`config.mk`:
```
export PLATFORM = sky130hd
export DESIGN_NAME = imm_gen_pipe_flat
export DESIGN_NICKNAME = d
export VERILOG_FILES = /design/src/rtl/imm_gen_pipe_if.sv /design/src/rtl/imm_gen_pipe.sv /design/src/flat_wrapper.sv
export SDC_FILE = /design/constraint.sdc
export NUM_CORES = 1
export LEC_CHECK = 0
export ABC_AREA = 0
export CAP_MARGIN = 20
export CORE_ASPECT_RATIO = 0.5
export CORE_MARGIN = 3
export CORE_UTILIZATION = 50
export CTS_CLUSTER_DIAMETER = 50
export DETAILED_ROUTE_END_ITERATION = 16
export PLACE_DENSITY = 0.78
export SKIP_LAST_GASP = 1
export SYNTH_ARGS = -nofsm -noshare
export SYNTH_HDL_FRONTEND = slang
export SYNTH_SLANG_ARGS = --single-unit
```
`constraint.sdc`:
```
create_clock -name clk -period 3.8 [get_ports clk]
set_input_delay 0.76 -clock clk [delete_from_list [all_inputs] [get_ports clk]]
set_output_delay 0.76 -clock clk [all_outputs]
set_load 0.005 [all_outputs]
```
`src/rtl/imm_gen_pipe_if.sv`:
```
// rtl/imm_gen_pipe_if.sv - instruction-in / immediate-out handshake bundle for imm_gen_pipe
interface imm_gen_pipe_if #(
  parameter int XLEN = 32
) ();
  logic            in_valid;
  logic            in_ready;
  logic [31:0]     in_ir;
  logic            out_valid;
  logic            out_ready;
  logic [XLEN-1:0] out_imm;
  logic [2:0]      out_fmt;
  logic            out_illegal;

  // master = fetch-queue/consumer side, slave = the immediate generator
  modport master (
    output in_valid, in_ir, out_ready,
    input  in_ready, out_valid, out_imm, out_fmt, out_illegal
  );

  modport slave (
    input  in_valid, in_ir, out_ready,
    output in_ready, out_valid, out_imm, out_fmt, out_illegal
  );
endinterface

```
`src/rtl/imm_gen_pipe.sv`:
```
// rtl/imm_gen_pipe.sv - pipelined RV32I/RV64I immediate generator with 2-entry skid buffer
module imm_gen_pipe #(
  parameter int XLEN    = 32,
  parameter bit ZIMM_EN = 1'b1
) (
  input logic          clk,
  input logic          rst,
  imm_gen_pipe_if.slave bus
);

  localparam logic [2:0] FMT_NONE  = 3'd0;
  localparam logic [2:0] FMT_I     = 3'd1;
  localparam logic [2:0] FMT_S     = 3'd2;
  localparam logic [2:0] FMT_B     = 3'd3;
  localparam logic [2:0] FMT_U     = 3'd4;
  localparam logic [2:0] FMT_J     = 3'd5;
  localparam logic [2:0] FMT_SHAMT = 3'd6;
  localparam logic [2:0] FMT_ZIMM  = 3'd7;

  localparam logic [6:0] OP_LUI      = 7'b0110111;
  localparam logic [6:0] OP_AUIPC    = 7'b0010111;
  localparam logic [6:0] OP_JAL      = 7'b1101111;
  localparam logic [6:0] OP_JALR     = 7'b1100111;
  localparam logic [6:0] OP_BRANCH   = 7'b1100011;
  localparam logic [6:0] OP_LOAD     = 7'b0000011;
  localparam logic [6:0] OP_STORE    = 7'b0100011;
  localparam logic [6:0] OP_IMM      = 7'b0010011;
  localparam logic [6:0] OP_IMM_32   = 7'b0011011;
  localparam logic [6:0] OP_SYSTEM   = 7'b1110011;

  generate
    if (XLEN != 32 && XLEN != 64) begin : g_bad_xlen
      $error("imm_gen_pipe: XLEN must be 32 or 64");
    end
  endgenerate

  logic [31:0]     ir;
  logic [6:0]      opcode;
  logic [2:0]      funct3;
  logic [63:0]     d_imm64;
  logic [XLEN-1:0] d_imm;
  logic [2:0]      d_fmt;
  logic            d_ill;

  assign ir     = bus.in_ir;
  assign opcode = ir[6:0];
  assign funct3 = ir[14:12];

  // Everything is built at 64 bits and truncated, so one source serves both widths.
  always_comb begin
    d_imm64 = 64'h0;
    d_fmt   = FMT_NONE;
    d_ill   = 1'b0;
    case (opcode)
      OP_LUI, OP_AUIPC: begin
        d_imm64 = {{32{ir[31]}}, ir[31:12], 12'h000};
        d_fmt   = FMT_U;
      end
      OP_JAL: begin
        d_imm64 = {{44{ir[31]}}, ir[19:12], ir[20], ir[30:21], 1'b0};
        d_fmt   = FMT_J;
      end
      OP_BRANCH: begin
        d_imm64 = {{52{ir[31]}}, ir[7], ir[30:25], ir[11:8], 1'b0};
        d_fmt   = FMT_B;
      end
      OP_STORE: begin
        d_imm64 = {{52{ir[31]}}, ir[31:25], ir[11:7]};
        d_fmt   = FMT_S;
      end
      OP_JALR, OP_LOAD: begin
        d_imm64 = {{52{ir[31]}}, ir[31:20]};
        d_fmt   = FMT_I;
      end
      OP_IMM: begin
        if (funct3 == 3'b001 || funct3 == 3'b101) begin
          d_imm64 = {58'h0, ir[25:20]};
          d_fmt   = FMT_SHAMT;
          d_ill   = (XLEN == 32) && ir[25];
        end else begin
          d_imm64 = {{52{ir[31]}}, ir[31:20]};
          d_fmt   = FMT_I;
        end
      end
      OP_IMM_32: begin
        // Word-shift opcodes do not exist on RV32 and fall through as unrecognised.
        if (XLEN == 64) begin
          if (funct3 == 3'b001 || funct3 == 3'b101) begin
            d_imm64 = {59'h0, ir[24:20]};
            d_fmt   = FMT_SHAMT;
            d_ill   = ir[25];
          end else begin
            d_imm64 = {{52{ir[31]}}, ir[31:20]};
            d_fmt   = FMT_I;
          end
        end
      end
      OP_SYSTEM: begin
        if (ZIMM_EN && funct3[2]) begin
          d_imm64 = {59'h0, ir[19:15]};
          d_fmt   = FMT_ZIMM;
        end
      end
      default: begin
        d_imm64 = 64'h0;
        d_fmt   = FMT_NONE;
        d_ill   = 1'b0;
      end
    endcase
  end

  assign d_imm = d_imm64[XLEN-1:0];

  logic            mv;
  logic [XLEN-1:0] m_imm;
  logic [2:0]      m_fmt;
  logic            m_ill;
  logic            kv;
  logic [XLEN-1:0] k_imm;
  logic [2:0]      k_fmt;
  logic            k_ill;
  logic            accept;

  assign accept = bus.in_valid && !kv;

  // kv implies mv, so the skid slot only fills while M is held by backpressure.
  always_ff @(posedge clk or posedge rst) begin
    if (rst) begin
      mv    <= 1'b0;
      m_imm <= '0;
      m_fmt <= FMT_NONE;
      m_ill <= 1'b0;
      kv    <= 1'b0;
      k_imm <= '0;
      k_fmt <= FMT_NONE;
      k_ill <= 1'b0;
    end else if (kv) begin
      if (bus.out_ready) begin
        m_imm <= k_imm;
        m_fmt <= k_fmt;
        m_ill <= k_ill;
        kv    <= 1'b0;
      end
    end else if (accept && (!mv || bus.out_ready)) begin
      m_imm <= d_imm;
      m_fmt <= d_fmt;
      m_ill <= d_ill;
      mv    <= 1'b1;
    end else if (accept) begin
      k_imm <= d_imm;
      k_fmt <= d_fmt;
      k_ill <= d_ill;
      kv    <= 1'b1;
    end else if (mv && bus.out_ready) begin
      mv <= 1'b0;
    end
  end

  assign bus.in_ready    = !kv;
  assign bus.out_valid   = mv;
  assign bus.out_imm     = m_imm;
  assign bus.out_fmt     = m_fmt;
  assign bus.out_illegal = m_ill;

endmodule

```
`src/flat_wrapper.sv`:
```
// flat-port wrapper written by rule: the top's interface ports become plain ports
module imm_gen_pipe_flat 
#(
  parameter int XLEN    = 32,
  parameter bit ZIMM_EN = 1'b1
)
  (clk, rst, bus_in_valid, bus_in_ir, bus_out_ready, bus_in_ready, bus_out_valid, bus_out_imm, bus_out_fmt, bus_out_illegal);
  imm_gen_pipe_if #(.XLEN(XLEN)) bus_i ();
  input logic clk;
  input logic rst;
  input wire logic [$bits(bus_i.in_valid)-1:0] bus_in_valid;
  input wire logic [$bits(bus_i.in_ir)-1:0] bus_in_ir;
  input wire logic [$bits(bus_i.out_ready)-1:0] bus_out_ready;
  output wire logic [$bits(bus_i.in_ready)-1:0] bus_in_ready;
  output wire logic [$bits(bus_i.out_valid)-1:0] bus_out_valid;
  output wire logic [$bits(bus_i.out_imm)-1:0] bus_out_imm;
  output wire logic [$bits(bus_i.out_fmt)-1:0] bus_out_fmt;
  output wire logic [$bits(bus_i.out_illegal)-1:0] bus_out_illegal;
  assign bus_i.in_valid = bus_in_valid;
  assign bus_i.in_ir = bus_in_ir;
  assign bus_i.out_ready = bus_out_ready;
  assign bus_in_ready = bus_i.in_ready;
  assign bus_out_valid = bus_i.out_valid;
  assign bus_out_imm = bus_i.out_imm;
  assign bus_out_fmt = bus_i.out_fmt;
  assign bus_out_illegal = bus_i.out_illegal;
  imm_gen_pipe #(.XLEN(XLEN), .ZIMM_EN(ZIMM_EN)) u_core (.clk(clk), .rst(rst), .bus(bus_i));
endmodule
```
Yosys cells after proc, flatten, opt, wreduce, memory -nomap -nowiden:

Index checks and enable logic that the tools add are counted.

* bits in registers: 74
* input port bits: 36

* eq/ne operators: 13
* mux-type cells: 24
* bitwise logic cells: 2
* reductions and logical operators: 14

Operator list (count)
* 32-bit one-hot mux with 7 select lines: 1
* 32-bit 2-to-1 mux: 4
* 7-bit == test, second input constant: 4
* 3-bit one-hot mux with 7 select lines: 1
* 3-bit 2-to-1 mux: 5
* 7-bit by 5-bit == test with 1-bit output, second input constant: 2
* 7-bit by 6-bit == test with 1-bit output, second input constant: 2
* 1-bit 2-to-1 mux: 12
* 7-bit by 2-bit == test with 1-bit output, second input constant: 1
* 3-bit AND reduction: 2
* 5-bit 2-to-1 mux: 1
* 2-bit inequality test, second input constant: 2
* 2-bit nonzero test: 2
* 2-bit OR reduction: 2
* 3-bit by 1-bit == test with 1-bit output, second input constant: 1
* 3-bit == test, second input constant: 1
* 1-bit logical AND: 3
* 1-bit zero test: 2
* 1-bit logical OR: 2
* 1-bit inverter: 2
* 2-bit AND reduction: 1

Longest topological paths before layout:

Gate-level depths: netlist of the first run.

* word-level depth: 6
* gate-level depth with buffers: 7

Worst setup path before layout of the first run:

No wires, ideal clock.

* path kind: input-to-reg
* from: in bus_in_ir[5]
* to: reg u_core.m_imm[21], in the netlist u_core.bus.out_imm[21]
* setup time: 0.082 ns
* data arrival time: 1.743 ns
* data required time: 3.718 ns
* setup slack: 1.975 ns
* stages: 6
* buffers on the path: 2
* path through: buf_2 -> a211oi_2 -> o2bb2ai_2 -> nand3_2 -> buf_4 -> a31oi_1

* cells in the longest elaborated chain, start to end: 5

RTL lines
* start, declared: RTL line flat_wrapper.sv:12 `input wire logic [$bits(bus_i.in_ir)-1:0] bus_in_ir;`
* 7-bit == test, or another cell as far along: RTL line imm_gen_pipe.sv:54 `case (opcode)`
* 2-bit OR reduction: RTL line imm_gen_pipe.sv:54
* 32-bit one-hot mux with 7 select lines (*): RTL line imm_gen_pipe.sv:54
* 32-bit 2-to-1 mux (*): RTL line imm_gen_pipe.sv:144 `end else if (accept && (!mv || bus.out_ready)) begin`
* 32-bit 2-to-1 mux (*): RTL line imm_gen_pipe.sv:137 `end else if (kv) begin`
* end signal, assigned: RTL line imm_gen_pipe.sv:139 `m_imm <= k_imm;`
* end signal, assigned: RTL line imm_gen_pipe.sv:145 `m_imm <= d_imm;`
* end, declared: RTL line imm_gen_pipe.sv:115 `logic [XLEN-1:0] m_imm;`

Mark *: on every way between the ends. The rest lies on a longest branch, timed or not. The select of a mux whose other input is x is not followed.
A chain may end at the register's enable or synchronous reset.

Worst setup path in the final report of the first run:

* from: in bus_in_ir[4]
* to: reg u_core.m_imm[24], in the netlist u_core.bus.out_imm[24]

The elaborated chain is that of the path after synthesis.

==> run metrics, run 1 <==
Switching Power=a little over 0.0006 W; Setup crit start kind=primary input; DRT iter0 DRCs=roughly 230; hold path depth=2; max frequency=roughly 380 MHz; Fill cells=roughly 580; pwr dens=roughly 470 nW/um^2; max-cap viol count=0; CTS Buffer Depth=2; run status=completed; RSZ-0062 raised after global routing=false; R2R Path Start=u_core.kv$_DFF_PP0_; Synth cell types=41; Clock Sinks=between 70 and 80; routability cong.=0.858; Initial Utilization=between 50 and 60%; Skew-Pair Late Insertion Delay=around 0.34 ns; critical path class=in -> reg; Comb pwr share=between 20% and 30%; Post-Route WL=between 9000 and 10,000 um; CP Launch Point=bus_in_ir[4]; Detailed Routing Iterations Pass 1=5; GRT overflow=0; min-delay src=u_core.k_imm[8]$_DFFE_PP0P_; Die ar.=~8500 sq um; area post-placement=4450 sq um; Syn Nets=443; Fin. Hold Viols=0; number of synthesized flops with an enable pin=0; DR WL/cell=~17 um; ANT nets after route=0; setup tns final=0 ns; Design Power=0.00222 W; first-pass GRT wire length=approximately 16,000 um; register area share after synthesis=between 50% and 60%; H-tree Lvls=3; layout cells sized above 1=under 10%; Post-CTS Setup Repair Bufs=0; Clk pwr share=between 30% and 40%; chip height=66.6 um; DR WL met3=roughly 570 um; Max-slew headroom=51.5%; clk slew on worst S/H paths=about 0.060 ns; Setup-failing EPs final=0; DR DRC count=0; final instance area=4710 sq um; Ys Warns=0; Yosys reg bits=74; internal power=0.00160 W; FFs w/ async S/R, synth=100%; Post-Syn Instances=407; Worst EP arrival=2.89 ns; Main synth FF type=dfrtp_1; port bufs=73; Area Growth Syn to Fin=28.1%; RR Endpoint=u_core.k_imm[18]$_DFFE_PP0P_; Root Driver=clkbuf_16; worst hold path type=reg -> reg; largest net degree at the start of global routing=35; R2R setup slack=1.78 ns; cts bufs inserted=9; # diodes=0; Post-Layout Cell Count=roughly 570; GRT Total Usage=24.3%; die width=127 um; CTS resizes=0; metal2 WL=approximately 4300 um; Worst VDD drop=~0.00023 V; fin nets=506; final core occ=68.2%; CTS tree=yes; DR top layer=met4; vias in the first global route=roughly 3,100; Sw Ratio=27.8%; Seq pwr share=around 44%; Worst Hold Endpoint=u_core.k_imm[8]$_DFFE_PP0P_; Layout Skew=~0.0045 ns; Hold Buf Count CTS=0; Slew Limit Fails=0; Least-Margin Pin Slew=0.728 ns; Via Count=between 3,000 and 4,000; HPWL Detailed=6590 um; CP required=4.04 ns; crit-path max FO=22; Met1 Wirelength=roughly 4600 um; endpoint type of the worst setup path=flop; Core ar.=about 6900 sq um; Leak=1.84 nW; Mean Syn Cell Area=about 9 sq um; initial antenna violation count=0; final period utilization=69.7%; Mapped Area=around 3700 sq um; Placed Cells=approximately 550; Final min period=between 2 and 3 ns; IO Pins=74; FF-to-FF path depth=4; std cell rows=21; DR vias/cell=slightly below 6
-- area by class of cell --
| class | count | area [sq um] | area share, % |
|---|---|---|---|
| clock buffer | 11 | 233 | 4.94 |
| clock inverter | 5 | 31.3 | 0.664 |
| inverter | 5 | 18.8 | 0.398 |
| multi-input combinational | 296 | 1650 | 35.0 |
| sequential | 74 | 1850 | 39.3 |
| tap | 92 | 115 | 2.44 |
| timing repair buffer | 84 | 813 | 17.3 |
-- how the worst max path moves through the flow --
stage          cells after the start  slack (ns)                                  to
6_report                           5        1.15  u_core.bus.out_imm[24]$_DFFE_PP0P_
4_1_cts                            5        1.22  u_core.bus.out_imm[24]$_DFFE_PP0P_
3_3_place_gp                       5        0.95  u_core.bus.out_imm[28]$_DFFE_PP0P_
3_5_place_dp                       5        0.88  u_core.bus.out_imm[24]$_DFFE_PP0P_
5_1_grt                            5        0.95  u_core.bus.out_imm[24]$_DFFE_PP0P_
2_1_floorplan                      1        1.16   u_core.bus.out_fmt[0]$_DFFE_PP0P_
-- per-stage QoR --
stage	hold slack [ns]	setup slack, ns
after floorplan	0.447	1.16
after global placement	0.462	0.953
after detailed placement	0.468	0.882
after CTS	0.480	1.22
after global routing	0.503	0.955
final	0.479	1.15
-- synth_stat cells, types with 2 or more instances --
cell | number | share of area [%]
a211oi_1 | 8 | 1.6
a21oi_1 | 27 | 3.7
a22oi_1 | 2 | 0.41
a31oi_1 | 30 | 5.1
and3_1 | 7 | 1.2
buf_2 | 15 | 2.0
buf_4 | 3 | 0.61
clkbuf_1 | 13 | 1.3
dfrtp_1 | 74 | 50
inv_1 | 5 | 0.51
nand2_1 | 65 | 6.6
nand2b_1 | 8 | 1.4
nand3_1 | 4 | 0.54
nand3b_1 | 2 | 0.41
nand4_1 | 6 | 1.0
nor2_1 | 26 | 2.7
nor2b_1 | 4 | 0.68
nor3_1 | 4 | 0.54
nor3b_1 | 3 | 0.61
o211ai_1 | 10 | 2.0
o21ai_0 | 23 | 3.1
o21ai_1 | 27 | 3.7
o22ai_1 | 9 | 1.5
or3_1 | 15 | 2.6
-- sequential cells by signal, indices dropped and copies added (netlist names) --
signal                  cells
u_core.k_imm               32
u_core.bus.out_illegal      1
u_core.k_fmt                3
u_core.bus.out_fmt          3
u_core.kv                   1
u_core.k_ill                1
u_core.bus.out_valid        1
u_core.bus.out_imm         32
-- routing by layer --
metal  up-vias  global-route usage (%)
met5         -                       0
met4         0                    7.35
met3        11                    6.00
met2       122                    36.7
met1      1624                    34.6
li1       1605                       -
-- worst max-delay path, stage by stage --
cell and delay (ns):
clkdlybuf4s50_1 0.74, a211oi_2 0.37, o2bb2ai_2 0.20, nand3_2 0.45, a31oi_1 0.36
-- power by group through the flow --
stage / combinational (W) / clock, W / sequential, W
2_1_floorplan: 0.000228 / 0 / 0.000983
3_3_place_gp: 0.000460 / 0 / 0.000992
3_5_place_dp: 0.000467 / 0 / 0.000997
4_1_cts: 0.000470 / 0.000771 / 0.000984
5_1_grt: 0.000522 / 0.000804 / 0.000999
6_report: 0.000469 / 0.000764 / 0.000985
-- placed cells by master (no fill, tap or decap), types with 8 or more instances in the layout --
cell / Yosys / final
buf_4: 3 / 11
nand2b_1: 8 / 8
o211ai_1: 10 / 10
nor2_1: 26 / 26
a211oi_1: 8 / 8
a21oi_1: 27 / 27
clkdlybuf4s50_1: 0 / 73
o21ai_1: 27 / 27
a31oi_1: 30 / 30
o21ai_0: 23 / 23
dfrtp_1: 74 / 74
or3_1: 15 / 15
o22ai_1: 9 / 9
clkbuf_16: 0 / 9
nand2_1: 65 / 65
-- logic make-up after synthesis --
kind of cell	count (synthesis)	synth area share, %
compound gates	143	23.8
buf+inv	37	4.80
flops	74	50.4
mux	2	0.579
simple gates	151	20.5
Note: power is estimated with default switching activity, not from simulation.
==> run 2, diff against run 1 <==
Clock period 3.8 ns to 2.5 ns, I/O delays scaled along.
==> run 2 against run 1 <==
Clock power is 85% higher. Non-clock buffer count rose by 13. Combinational power grew 60%. Sequential power is 51% higher. Total power rose by 65%. Worst setup slack worse by 0.72 ns. Die area stayed put. Worst hold slack barely moved. Sequential share of layout area shrank 1.4 points. Largest power group unchanged. Count of clock-buffer cells in the layout is the same.
==> run metrics, run 2 (same netlist as run 1, synthesis figures left out) <==
RSZ-0062 raised after global routing=false (unchanged); Die ar.=8480 sq um (unchanged); endpoint type of the worst setup path=flop (unchanged); Detailed Routing Iterations Pass 1=5 (unchanged); run status=completed (unchanged); worst hold path type=reg -> reg (unchanged); Worst EP arrival=2.33 ns (was 2.89 ns); port bufs=73 (unchanged); Setup crit start kind=primary input (unchanged); # diodes=0 (unchanged); die width=127 um (unchanged); Slew Limit Fails=0 (unchanged); Least-Margin Pin Slew=0.589 ns (was 0.728 ns); DRT iter0 DRCs=284 (was 232); final period utilization=just over 80%; CTS Buffer Depth=2 (unchanged); ANT nets after route=0 (unchanged); Skew-Pair Late Insertion Delay=0.34 ns (about the same); cts bufs inserted=9 (unchanged); largest net degree at the start of global routing=75 (was 35); Initial Utilization=53.2% (unchanged); Layout Skew=0.00811 ns (was 0.00455 ns); commonest non-fill, non-tap cell in the layout=dfrtp_1 (unchanged); CTS resizes=0 (unchanged); Hold Buf Count CTS=0 (unchanged); layout cells sized above 1=10.7% (was 8.00%); chip height=66.6 um (unchanged); pwr dens=747 nW/um^2 (was 471 nW/um^2); Final min period=2.07 ns; CP required=2.77 ns (was 4.04 ns); crit-path max FO=12 (was 22); Setup-failing EPs final=0 (unchanged); final hold slack=0.479 ns (about the same); Area Growth Syn to Fin=32.9% (was 28.1%); clk slew on worst S/H paths=0.06 ns (about the same); Fin. Hold Viols=0 (unchanged); initial antenna violation count=0 (unchanged); GRT overflow=0 (unchanged); Post-CTS Setup Repair Bufs=0 (unchanged); Max-slew headroom=60.5% (was 51.5%); Clock Sinks=74 (unchanged); max-cap viol count=0 (unchanged); CTS tree=yes (unchanged); Root Driver=clkbuf_16 (unchanged); fin nets=519 (was 506); DR DRC count=0 (unchanged); DR WL/cell=17.2 um (was 16.9 um); std cell rows=21 (unchanged); IO Pins=74 (unchanged); R2R setup slack=0.83 ns (was 1.78 ns); Via Count=3,390 (was 3,362); setup tns final=0 ns (unchanged); HPWL Detailed=6720 um (was 6590 um); Leak=1.93 nW (was 1.84 nW); routability cong.=0.914 (was 0.858); Worst VDD drop=0.000421 V (was 0.000226 V); GRT Total Usage=25.1% (was 24.3%); Core ar.=6910 sq um (unchanged); Post-Route WL=9950 um (was 9580 um); DR vias/cell=5.85 (was 5.93); most frequent cells in the layout=dfrtp_1, clkdlybuf4s50_1, nand2_1, a31oi_1 (unchanged); max frequency=between 400 and 500 MHz; Placed Cells=563 (was 551); Post-Layout Cell Count=579 (was 567); critical path class=in -> reg (unchanged); first-pass GRT wire length=16,500 um (was 16,000 um); vias in the first global route=3,347 (was 3,149); H-tree Lvls=3 (unchanged)
[run 2: final timing paths]
check,startpoint,end,depth (start not counted)
worst max-delay path,bus_in_ir[3],u_core.bus.out_imm[4]$_DFFE_PP0P_,5
worst min-delay path,u_core.k_imm[10]$_DFFE_PP0P_,u_core.k_imm[10]$_DFFE_PP0P_,2
worst max register to register,u_core.kv$_DFF_PP0_,u_core.k_imm[12]$_DFFE_PP0P_,6
worst min register to register,u_core.k_imm[10]$_DFFE_PP0P_,u_core.k_imm[10]$_DFFE_PP0P_,2
max in group asynchronous,rst,u_core.k_imm[15]$_DFFE_PP0P_,3
min in group asynchronous,rst,u_core.bus.out_imm[8]$_DFFE_PP0P_,3
[run 2: final cells by class]
| cell class | count | area (sq um) |
|---|---|---|
| inverter | 5 | 18.8 |
| multi-input combinational | 296 | 1650 |
| timing repair buffer | 97 | 923 |
| clock inverter | 4 | 75.1 |
| fill | 565 | 2030 |
| sequential | 74 | 1850 |
| clock buffer | 11 | 253 |
| tap | 92 | 115 |
[run 2: critical path: stages]
cell and delay (ns):
clkdlybuf4s50_1 0.57, nand4bb_4 0.44, a211oi_1 0.55, a211oi_1 0.11, o21ai_1 0.17
[run 2: through the flow]
| stage | worst slack, ns | power, W | instance area [sq um] | util [%] |
|---|---|---|---|---|
| after floorplan | 0.118 | 0.00184 | 3680 | - |
| after global placement | 0.128 | 0.00223 | 4550 | 65.8 |
| after detailed placement | 0.121 | 0.00225 | 4550 | 65.8 |
| after CTS | 0.461 | 0.00366 | 4880 | 70.6 |
| after global routing | 0.290 | 0.00381 | 4880 | 70.7 |
| final | 0.430 | 0.00365 | 4880 | 70.7 |
[run 2: where the power goes]
part / total [W] / switching (W) / internal (W)
logic: 0.000752 / 0.000353 / 0.000399
registers: 0.00149 / 0.000105 / 0.00138
clock network: 0.00141 / 0.000486 / 0.000922
[run 2: routing by layer]
layer / routed length, um / track usage (%)
met1: 4610 / 33.3
met2: 4580 / 40.6
met3: 621 / 6.16
met4: 139 / 8.56
met5: 0 / 0
==> run 3, diff against run 2 <==
Clock period 2.5 ns to 2.1 ns, I/O delays scaled along.
==> run 3 against run 2 <==
Worst setup slack worse by 0.22 ns. Sequential power up 19%. Register-to-register slack lost 0.42 ns. Die area did not move. Critical path depth down 3. Via count is 4.4% higher. Wire length is 4.5% higher. Count of clock-buffer cells in the layout is 1 higher. Sequential cell count did not move. Clock skew fell by 0.0036 ns. Utilization up 1.4 points. Critical endpoint is now bus_in_ready.
==> run metrics, run 3 (same netlist as run 1, synthesis figures left out) <==
run status=completed (unchanged); Setup crit start kind=flop (was primary input); GRT overflow=0 (unchanged); Setup-failing EPs final=0 (unchanged); DRT iter0 DRCs=386 (was 284); Fin. Hold Viols=0 (unchanged); Leak=1.98 nW (was 1.93 nW); Area Growth Syn to Fin=35.5% (was 32.9%); Initial Utilization=53.2% (unchanged); Max-slew headroom=66.6% (was 60.5%); Fill cells=549 (was 565); R2R Path Start=u_core.kv$_DFF_PP0_ (unchanged); Least-Margin Pin Slew=0.498 ns (was 0.589 ns); max-cap viol count=0 (unchanged); pwr dens=852 nW/um^2 (was 747 nW/um^2); initial antenna violation count=0 (unchanged); DR DRC count=0 (unchanged); cts bufs inserted=9 (unchanged); CTS tree=yes (unchanged); CP required=1.68 ns (was 2.77 ns); Worst VDD drop=0.000483 V (was 0.000421 V); Layout Skew=0.00451 ns (was 0.00811 ns); chip height=66.6 um (unchanged); RR Endpoint=u_core.k_imm[30]$_DFFE_PP0P_ (was u_core.k_imm[12]$_DFFE_PP0P_); std cell rows=21 (unchanged); Root Driver=clkbuf_16 (unchanged); Post-Layout Cell Count=588 (was 579); DR WL/cell=17.7 um (was 17.2 um); layout cells sized above 1=11.9% (was 10.7%); FF-to-FF path depth=6 (unchanged); Clock Sinks=74 (unchanged); Slew Limit Fails=0 (unchanged); area post-placement=4680 sq um (was 4550 sq um); final core occ=72.1% (was 70.7%); GRT Total Usage=26.5% (was 25.1%); Critical-path top delay cell=dfrtp_1 (was clkdlybuf4s50_1); RSZ-0062 raised after global routing=false (unchanged); fin nets=527 (was 519); Met1 Wirelength=4700 um (was 4610 um); Design Power=0.00424 W (was 0.00365 W); Worst EP arrival=1.47 ns (was 2.33 ns); Via Count=3,540 (was 3,390); DR WL met3=776 um (was 621 um); final instance area=4980 sq um (was 4880 sq um); routability cong.=0.956 (was 0.914); hold path depth=2 (unchanged); Placed Cells=572 (was 563); CTS resizes=0 (unchanged); R2R setup slack=0.41 ns (was 0.83 ns); Core ar.=6910 sq um (unchanged); Die ar.=8480 sq um (unchanged); die width=127 um (unchanged); Seq pwr share=41.8% (was 40.8%); post-place setup slack=-0.0969 ns (was 0.121 ns); clk slew on worst S/H paths=0.06 ns (about the same); first-pass GRT wire length=17,600 um (was 16,500 um); Final min period=around 1.9 ns; most frequent cells in the layout=dfrtp_1, clkdlybuf4s50_1, nand2_1, a31oi_1 (unchanged); Post-CTS Setup Repair Bufs=0 (unchanged); CP Cell Sequence=inv_1 > clkdlybuf4s50_1 (was clkdlybuf4s50_1 > nand4bb_4 > a211oi_1 > a211oi_1 > o21ai_1); PnR worst setup slack=0.206 ns (was 0.430 ns); metal2 WL=4820 um (was 4580 um); vias in the first global route=3,507 (was 3,347); DR vias/cell=6.02 (was 5.85); worst hold path type=reg -> reg (unchanged); min-delay src=u_core.k_imm[8]$_DFFE_PP0P_ (was u_core.k_imm[10]$_DFFE_PP0P_); internal power=0.00310 W (was 0.00271 W); Post-Route WL=10,400 um (was 9950 um); H-tree Lvls=3 (unchanged); CTS Buffer Depth=2 (unchanged); IO Pins=74 (unchanged); Switching Power=0.00114 W (was 0.000943 W); Clk pwr share=36.4% (was 38.6%); endpoint type of the worst setup path=output port (was flop); # diodes=0 (unchanged); DR top layer=met4 (unchanged); commonest non-fill, non-tap cell in the layout=dfrtp_1 (unchanged); slowest stage delay, CP=0.51 ns (was 0.57 ns); Hold Buf Count CTS=0 (unchanged); ANT nets after route=0 (unchanged); Comb pwr share=21.8% (was 20.6%); Sw Ratio=26.9% (was 25.9%); Skew-Pair Late Insertion Delay=0.34 ns (about the same); HPWL Detailed=7120 um (was 6720 um); port bufs=73 (unchanged); critical path class=reg -> out (was in -> reg); Worst Hold Endpoint=u_core.k_imm[8]$_DFFE_PP0P_ (was u_core.k_imm[10]$_DFFE_PP0P_); crit-path max FO=11 (was 12); final period utilization=about nine tenths; largest net degree at the start of global routing=75 (unchanged); max frequency=approximately 530 MHz; CP Launch Point=u_core.kv$_DFF_PP0_ (was bus_in_ir[3]); Detailed Routing Iterations Pass 1=5 (unchanged)
run 3: layout make-up:
class | count | area, sq um | area share [%]
flip-flops and latches | 74 | 1850 | 37.2
multi-input cells | 296 | 1650 | 33.1
repair buffers | 105 | 1050 | 21.0
clock buffers | 12 | 246 | 4.95
well taps | 92 | 115 | 2.31
clock inverters | 4 | 51.3 | 1.03
inverters | 5 | 22.5 | 0.452
run 3: metal layers:
| layer | vias up | track usage (%) |
|---|---|---|
| li1 | 1646 | - |
| met1 | 1733 | 36.3 |
| met2 | 150 | 42.3 |
| met3 | 11 | 6.65 |
| met4 | 0 | 7.09 |
| met5 | - | 0 |
run 3: power groups by stage:
stage | Sequential, W | Combinational (W) | Clock (W)
2_1_floorplan | 0.00178 | 0.000413 | 0
3_3_place_gp | 0.00179 | 0.000899 | 0
3_5_place_dp | 0.00179 | 0.000919 | 0
4_1_cts | 0.00177 | 0.000927 | 0.00156
5_1_grt | 0.00180 | 0.00102 | 0.00162
6_report | 0.00177 | 0.000925 | 0.00154
run 3: critical path, delay by kind of cell, from the launching register on:
kind	cells	cell delay, ns
buffers and inverters	2	0.63
DFF	1	0.51
run 3: how the worst max path moves through the flow:
stage,slack [ns],cells after the start,endpoint
after floorplan,0.61,6,u_core.bus.out_imm[27]$_DFFE_PP0P_
after global placement,-0.02,6,u_core.bus.out_imm[4]$_DFFE_PP0P_
after detailed placement,-0.1,6,u_core.bus.out_imm[2]$_DFFE_PP0P_
after CTS,0.21,2,bus_in_ready
after global routing,0.07,6,u_core.bus.out_imm[2]$_DFFE_PP0P_
final,0.21,2,bus_in_ready
run 3: stage by stage:
| step | TNS (ns) | hold WS [ns] |
|---|---|---|
| after global routing | 0 | 0.511 |
| after floorplan | 0 | 0.447 |
| after detailed placement | -0.282 | 0.469 |
| after CTS | 0 | 0.482 |
| after global placement | -0.0240 | 0.462 |
| final | 0 | 0.481 |
